**config.mk**
```make
export PLATFORM = sky130hd
export DESIGN_NAME = sdiv18
export DESIGN_NICKNAME = d
export VERILOG_FILES = /design/src/rtl/sdiv18.sv
export SDC_FILE = /design/constraint.sdc
export NUM_CORES = 1
export LEC_CHECK = 0
export ABC_AREA = 0
export CORE_ASPECT_RATIO = 1.25
export CORE_MARGIN = 4
export CORE_UTILIZATION = 35
export CTS_BUF_LIST = sky130_fd_sc_hd__clkbuf_16
export DETAILED_ROUTE_END_ITERATION = 16
export HOLD_SLACK_MARGIN = 0.03
export RECOVER_POWER = 50
export SETUP_SLACK_MARGIN = 0.2
export SYNTH_ARGS = -nofsm -noshare
export SYNTH_HDL_FRONTEND = slang
export SYNTH_SLANG_ARGS = --single-unit
```
**constraint.sdc**
```tcl
create_clock -name CLK -period 12.9 [get_ports CLK]
set_input_delay 2.58 -clock CLK [delete_from_list [all_inputs] [get_ports CLK]]
set_output_delay 2.58 -clock CLK [all_outputs]
set_load 0.01 [all_outputs]
```
**src/rtl/sdiv18.sv**
```systemverilog
// Sequential 18-bit signed divider: a radix-2 restoring core on magnitudes, then a sign fix-up stage.
// Optional macro SDIV18_EARLY_DIVZ_EN lets a zero-divisor request finish one edge after START.
module sdiv18 (
  input  logic               CLK,
  input  logic               RST_N,
  input  logic               START,
  input  logic signed [17:0] A,
  input  logic signed [17:0] B,
  output logic               BUSY,
  output logic               DONE,
  output logic signed [17:0] Q,
  output logic signed [17:0] R,
  output logic               DIVZ,
  output logic               OVF
);

  typedef enum logic [1:0] {IDLE, CALC, SIGN} state_t;

  state_t             state_q, state_d;
  logic [4:0]         cnt_q, cnt_d;
  logic               busy_q, busy_d;
  logic               done_q, done_d;
  logic signed [17:0] q_q, q_d;
  logic signed [17:0] r_q, r_d;
  logic               divz_q, divz_d;
  logic               ovf_q, ovf_d;

  logic [18:0]        rem_q, rem_d;
  logic [17:0]        quo_q, quo_d;
  logic [18:0]        div_q, div_d;
  logic               sa_q, sa_d, sb_q, sb_d;
  logic               dz_q, dz_d, ov_q, ov_d;

  logic [18:0]        rem_sh;
  logic [18:0]        rem_sub;

  function automatic logic [17:0] mag18(input logic signed [17:0] x);
    logic [17:0] v;
    v = x;
    return x[17] ? (~v + 18'd1) : v;
  endfunction

  function automatic logic signed [17:0] apply_sign(input logic [17:0] mag, input logic neg);
    return neg ? $signed(~mag + 18'd1) : $signed(mag);
  endfunction

  always_comb begin
    state_d = state_q;
    cnt_d   = cnt_q;
    busy_d  = busy_q;
    done_d  = 1'b0;
    q_d     = q_q;
    r_d     = r_q;
    divz_d  = divz_q;
    ovf_d   = ovf_q;
    rem_d   = rem_q;
    quo_d   = quo_q;
    div_d   = div_q;
    sa_d    = sa_q;
    sb_d    = sb_q;
    dz_d    = dz_q;
    ov_d    = ov_q;
    rem_sh  = {rem_q[17:0], quo_q[17]};
    rem_sub = rem_sh - div_q;

    case (state_q)
      IDLE: begin
        if (START) begin
          sa_d    = A[17];
          sb_d    = B[17];
          quo_d   = mag18(A);
          div_d   = {1'b0, mag18(B)};
          rem_d   = '0;
          cnt_d   = '0;
          busy_d  = 1'b1;
          dz_d    = (B == 18'sd0);
          ov_d    = (A == -18'sd131072) && (B == -18'sd1);
          state_d = CALC;
`ifdef SDIV18_EARLY_DIVZ_EN
          // Zero divisor: preload the remainder the iterations would have produced and skip them.
          if (B == 18'sd0) begin
            rem_d   = {1'b0, mag18(A)};
            state_d = SIGN;
          end
`endif
        end
      end
      CALC: begin
        if (rem_sh >= div_q) begin
          rem_d = rem_sub;
          quo_d = {quo_q[16:0], 1'b1};
        end else begin
          rem_d = rem_sh;
          quo_d = {quo_q[16:0], 1'b0};
        end
        if (cnt_q == 5'd17) begin
          cnt_d   = '0;
          state_d = SIGN;
        end else begin
          cnt_d = cnt_q + 5'd1;
        end
      end
      SIGN: begin
        // A zero divisor saturates the quotient toward the dividend's sign; remainder is A itself.
        if (dz_q) q_d = sa_q ? -18'sd131072 : 18'sd131071;
        else      q_d = apply_sign(quo_q, sa_q ^ sb_q);
        r_d     = apply_sign(rem_q[17:0], sa_q);
        divz_d  = dz_q;
        ovf_d   = ov_q;
        done_d  = 1'b1;
        busy_d  = 1'b0;
        state_d = IDLE;
      end
      default: state_d = IDLE;
    endcase
  end

  always_ff @(posedge CLK) begin
    if (!RST_N) begin
      state_q <= IDLE;
      cnt_q   <= '0;
      busy_q  <= 1'b0;
      done_q  <= 1'b0;
      q_q     <= '0;
      r_q     <= '0;
      divz_q  <= 1'b0;
      ovf_q   <= 1'b0;
    end else begin
      state_q <= state_d;
      cnt_q   <= cnt_d;
      busy_q  <= busy_d;
      done_q  <= done_d;
      q_q     <= q_d;
      r_q     <= r_d;
      divz_q  <= divz_d;
      ovf_q   <= ovf_d;
    end
  end

  always_ff @(posedge CLK) begin
    rem_q <= rem_d;
    quo_q <= quo_d;
    div_q <= div_d;
    sa_q  <= sa_d;
    sb_q  <= sb_d;
    dz_q  <= dz_d;
    ov_q  <= ov_d;
  end

  assign BUSY = busy_q;
  assign DONE = done_q;
  assign Q    = q_q;
  assign R    = r_q;
  assign DIVZ = divz_q;
  assign OVF  = ovf_q;

endmodule

```
## Word-level counts from Yosys, hierarchy flattened

Index checks and enable logic that the tools add are counted.

- Magnitude comparators: 1
- Reductions and logical operators: 9
- Eq/ne operators: 7
- Bitwise gates (word level): 5
- Muxes and demuxes: 21
- Add/sub/neg operators: 6

Operators by type and width:

| cell | count |
|---|---|
| 18-bit 2-to-1 mux | 8 |
| 18-bit by 1-bit adder with 18-bit output (second input constant) | 4 |
| 18-bit inverter | 4 |
| 18-bit one-hot mux with 2 select lines | 2 |
| 19-bit by 18-bit >= comparator with 1-bit output | 1 |
| 18-bit by 1-bit == test with 1-bit output (second input constant) | 1 |
| 18-bit == test (second input constant) | 1 |
| 18-bit zero test | 1 |
| 18-bit subtractor | 1 |
| 17-bit 2-to-1 mux | 1 |
| 5-bit 2-to-1 mux | 2 |
| 5-bit one-hot mux with 2 select lines | 1 |
| 2-bit AND reduction | 4 |
| 5-bit by 1-bit adder with 5-bit output (second input constant) | 1 |
| 5-bit == test (second input constant) | 1 |
| 2-bit 2-to-1 mux | 2 |
| 2-bit != test (second input constant) | 2 |
| 2-bit one-hot mux with 2 select lines | 1 |
| 2-bit nonzero test | 2 |
| 1-bit 2-to-1 mux | 3 |
| 2-bit by 1-bit == test with 1-bit output (second input constant) | 1 |
| 2-bit == test (second input constant) | 1 |
| 2-bit zero test | 1 |
| 1-bit one-hot mux with 2 select lines | 1 |
| 2 further kinds | 2 |

- Bits in registers: 105
- Bits of input ports: 39

## Logic depth before layout (Yosys ltp)

- Depth after elaboration: 5
- Gate-level depth with buffers: 11
- Gate-level depth less buffers: 11

## Worst setup path before layout

OpenSTA, ideal clock, no wires.

- Kind: input to register
- Start point: in START
- End point: reg cnt_q[2]
- Setup slack: 6.888 ns
- Data required time: 12.785 ns
- Library setup time: 0.115 ns
- Cell stages on the path: 7
- Arrival: 5.897 ns
- Path through: nor3b_1 nor2_1 inv_1 o21ai_0 nand2_1 o21ai_0 and2_1

- Longest elaborated chain between the ends: 2

Ends and longest elaborated chain:

| item | line | text |
|---|---|---|
| from (decl) | 6 | `input logic START,` |
| 2-bit != test (no source line) | n/a |  |
| 2-bit AND reduction (no source line) | n/a |  |
| to (signal assigned) | 130 | `cnt_q <= cnt_d;` |
| to (decl) | 20 | `logic [4:0] cnt_q, cnt_d;` |

Every way passes these cells.
A chain may end at the register's enable or synchronous reset.

## Final worst setup path

- Start point: in START
- End point: reg rem_q[8], enable pin

- Longest elaborated chain between the ends: 2

Ends and longest elaborated chain:

| item | line | text |
|---|---|---|
| 2-bit != test (no source line) | n/a |  |
| 2-bit AND reduction (no source line) | n/a |  |
| to (signal assigned) | 141 | `rem_q <= rem_d;` |
| to (decl) | 28 | `logic [18:0] rem_q, rem_d;` |

Every way passes these cells.

==> results.yml <==
clock_tree:
  cts.sinks: 105
  cts.clk_slew.worst_paths_ps: 70
  clock_latency_late_sink_ps: 340
  cts_htree_levels: 3
  clock_path_buffers: 2
  cts_inserted_buffers: 9
  number_of_cells_upsized_or_downsized_after_cts: 0
  cts.hold.buffers_added: 0
  root_buffer: "clkbuf_16"
  tritoncts: "yes"
  post_cts.repair.setup_buffers: 0
finish:
  regArea_mm2: 0.002683
  finalNonFillerCells: 1022
  layout.cells.most_common: "nand2_1"
  final.fill_count: 1841
  drive_gt1_share_pct: 3.652
  area.growth.synth_to_final_pct: 18.75
  antenna_cells_inserted: 0
  design.final.nets: 854
  multi_input_comb_area_mm2: 0.003545
  layout_common_cells: "nand2_1, o21ai_0, edfxtp_1, clkdlybuf4s50_1, dfxtp_1"
die:
  design.die.area_mm2: 0.02083
  die_h_um: 160.4
  design.portCount: 79
  die-width_um: 129.9
  rows: 55
  initial_core_util_pct: 35.79
  floorplan_core_area_mm2: 0.01817
timing:
  slew-limit-headroom_pct: -24.48
  finalWorstSetupSlack_ps: 7698
  fin_tns_setup_ps: 0
  period_needed_ps: 5202
  min_period_over_period_pct: 40.33
  setup_violations: 0
  worstMarginPinSlew_ps: 1867
  slew_viol_final: 48
  max_freq_mhz: 192.2
  fin_clk_skew_ps: 11.49
  hold_viol_final: 0
  fin_hold_ws_ps: 452.4
  grt_setup_unrepaired: "false"
global_routing:
  grt_use_total_pct: 14.39
  grt_start_max_net_pins: 52
  antenna_violations_before_repair: 0
  first_global_vias: 5002
  globalRouteOverflowTotal: 0
  first_pass_grt_wire_length_mm: 24.56
detailed_routing:
  routedLengthMet1_mm: 7.351
  ant_nets: 0
  routed.top_layer: "met4"
  routed_wl_mm: 15.09
  met3_length_um: 530
  iteration_0_drc_count_of_the_detailed_router: 318
  wl_per_cell_um: 14.76
  drt-pass1-iter-count: 4
  vias_per_cell: 5.208
  dr_total_vias: 5323
  wl_met2_mm: 7.023
  remaining_routing_drc_violations: 0
worst_setup_path:
  setup.worst_path.start: "START"
  worst-r2r-cell-count: 8
  timing_worst_setup_path_type: "in -> reg"
  critical_path.max_fanout: 31
  path_cells: "dlygate4sd3_1 > nor3b_1 > clkbuf_1 > nor2_1 > inv_1 > buf_4"
  worst_reg2reg_path_endpoint: "quo_q[0]"
  worst_ep_required_time_ps: 12890
  worst-r2r-setup-slack_ps: 9500
  crit_arrival_ps: 5190
  crit_path_top_delay_cell: "clkbuf_1"
  setup.worst_path.end: "rem_q[8]"
  max_stage_delay_ps: 910
  startpoint_of_the_most_critical_register_to_register_path: "rem_q[7]"
  cp-end-kind: "flop"
  critical_path.startpoint_type: "input port"
pwr:
  vdd.ir_drop.worst_mv: 0.07385
  p_leak_nw: 3.065
  power-per-cell-area_mw_per_mm2: 116.8
  post-layout-total-power_w: 0.0009014
synth:
  post_synth_num_cell_types: 57
  syn_area_mm2: 0.006501
  warnings_synthesis: 0
  yosys.area.top_type: "edfxtp_1"
  synth-async-reset-ratio_pct: 0
  synth.yosys.seq_area_share_pct: 41.26
  ys_ff_latch: 105
  syn-num-nets: 797
  synth_enable_flop_cells: 58
  synthDominantCellAreaShare_pct: 26.79
  average_footprint_of_a_synthesized_cell_um2: 8.881
  synth.area.top_cells: "edfxtp_1, dfxtp_1, nand2_1"
  ys_dominant_reg_cell: "edfxtp_1"
  synth_cells: 732
job:
  drv.max_cap_violation_count: 1
place:
  dp.final_hpwl_mm: 11.54
  gp_congestion: 0.8384
  numPortBuffers: 78
  place_inst: 1006
  worst_setup_slack_after_placement_ps: 7580
worst_hold_path:
  holdCritPathClass: "reg -> reg"
  worstHoldPathCells: 2
status:
  failed_checks: "capacitance limit, slew limit"
  status: "finished, violations left"
worst max-delay path: cells and delay by family:
| family | cells | cell delay (ps) |
|---|---|---|
| and+or+nand+nor | 2 | 360 |
| buffers and inverters | 4 | 2230 |
how the worst min path moves through the flow:
| stage | startpoint | endpoint | slack (ps) |
|---|---|---|---|
| finish | Q[12] | Q[12] | 450 |
| global route | Q[14] | Q[14] | 480 |
| global placement | Q[12] | Q[12] | 440 |
| floorplan | cnt_q[4] | cnt_q[4] | 420 |
| detailed placement | Q[12] | Q[12] | 440 |
| CTS | Q[12] | Q[12] | 460 |
layer usage:
metal | global-route usage [%] | vias to the layer above
li1 | - | 2768
met1 | 19.88 | 2461
met2 | 23.56 | 85
met3 | 1.763 | 9
met4 | 4.206 | 0
met5 | 0 | -
synth_stat cells (all sizes together), types with 8 or more instances:
master	instances
o211ai	11
nand2b	9
xnor2	24
or3	8
inv	39
nand3	18
or4	15
nor2	41
dfxtp	47
and2	8
nor3	15
nand4	8
o211a	12
mux2i	12
clkbuf	32
ha	25
o21ai	70
xor2	38
edfxtp	58
a21boi	15
a21oi	42
o31ai	20
nand2	95
power by group:
| group | switching, W | total [W] | internal, W |
|---|---|---|---|
| clock | 0.000121 | 0.000250 | 0.000128 |
| combinational | 0.000132 | 0.000231 | 0.0000999 |
| sequential | 0.0000344 | 0.000420 | 0.000386 |
| total | 0.000287 | 0.000901 | 0.000614 |
registers in the layout (all words and copies together), names as in the netlist, 2 cells and up:
register,count
div_q,18
Q,18
R,18
rem_q,18
cnt_q,5
quo_q,18
state_q,2
final cells by class:
class                           count  area share, %
Inverter                           39          1.896
Clock inverter                      7         0.4214
Timing Repair Buffer               82          10.41
Multi-Input combinational cell    552          45.92
Tap cell                          228          3.695
Sequential cell                   105          34.75
Clock buffer                        9          2.917
kinds of logic after synthesis:
group                    count (synthesis)  share of synthesized area [%]
AO/OA/AOI/OAI                          212                          21.05
XOR/XNOR                                62                          8.353
adder cells (fa/ha/maj)                 26                          5.119
buffers and inverters                   75                          4.369
flip-flops                             105                          41.26
multiplexers                            12                          1.848
AND/OR/NAND/NOR                        240                          17.99
metrics by stage:
step / instance area [µm²] / utilization (%)
floorplan: 6501 / -
finish: 7720 / 42.49
global route: 7720 / 42.49
detailed placement: 7475 / 41.14
CTS: 7732 / 42.56
global placement: 7475 / 41.14
Note: power is estimated with default switching activity, not from simulation.
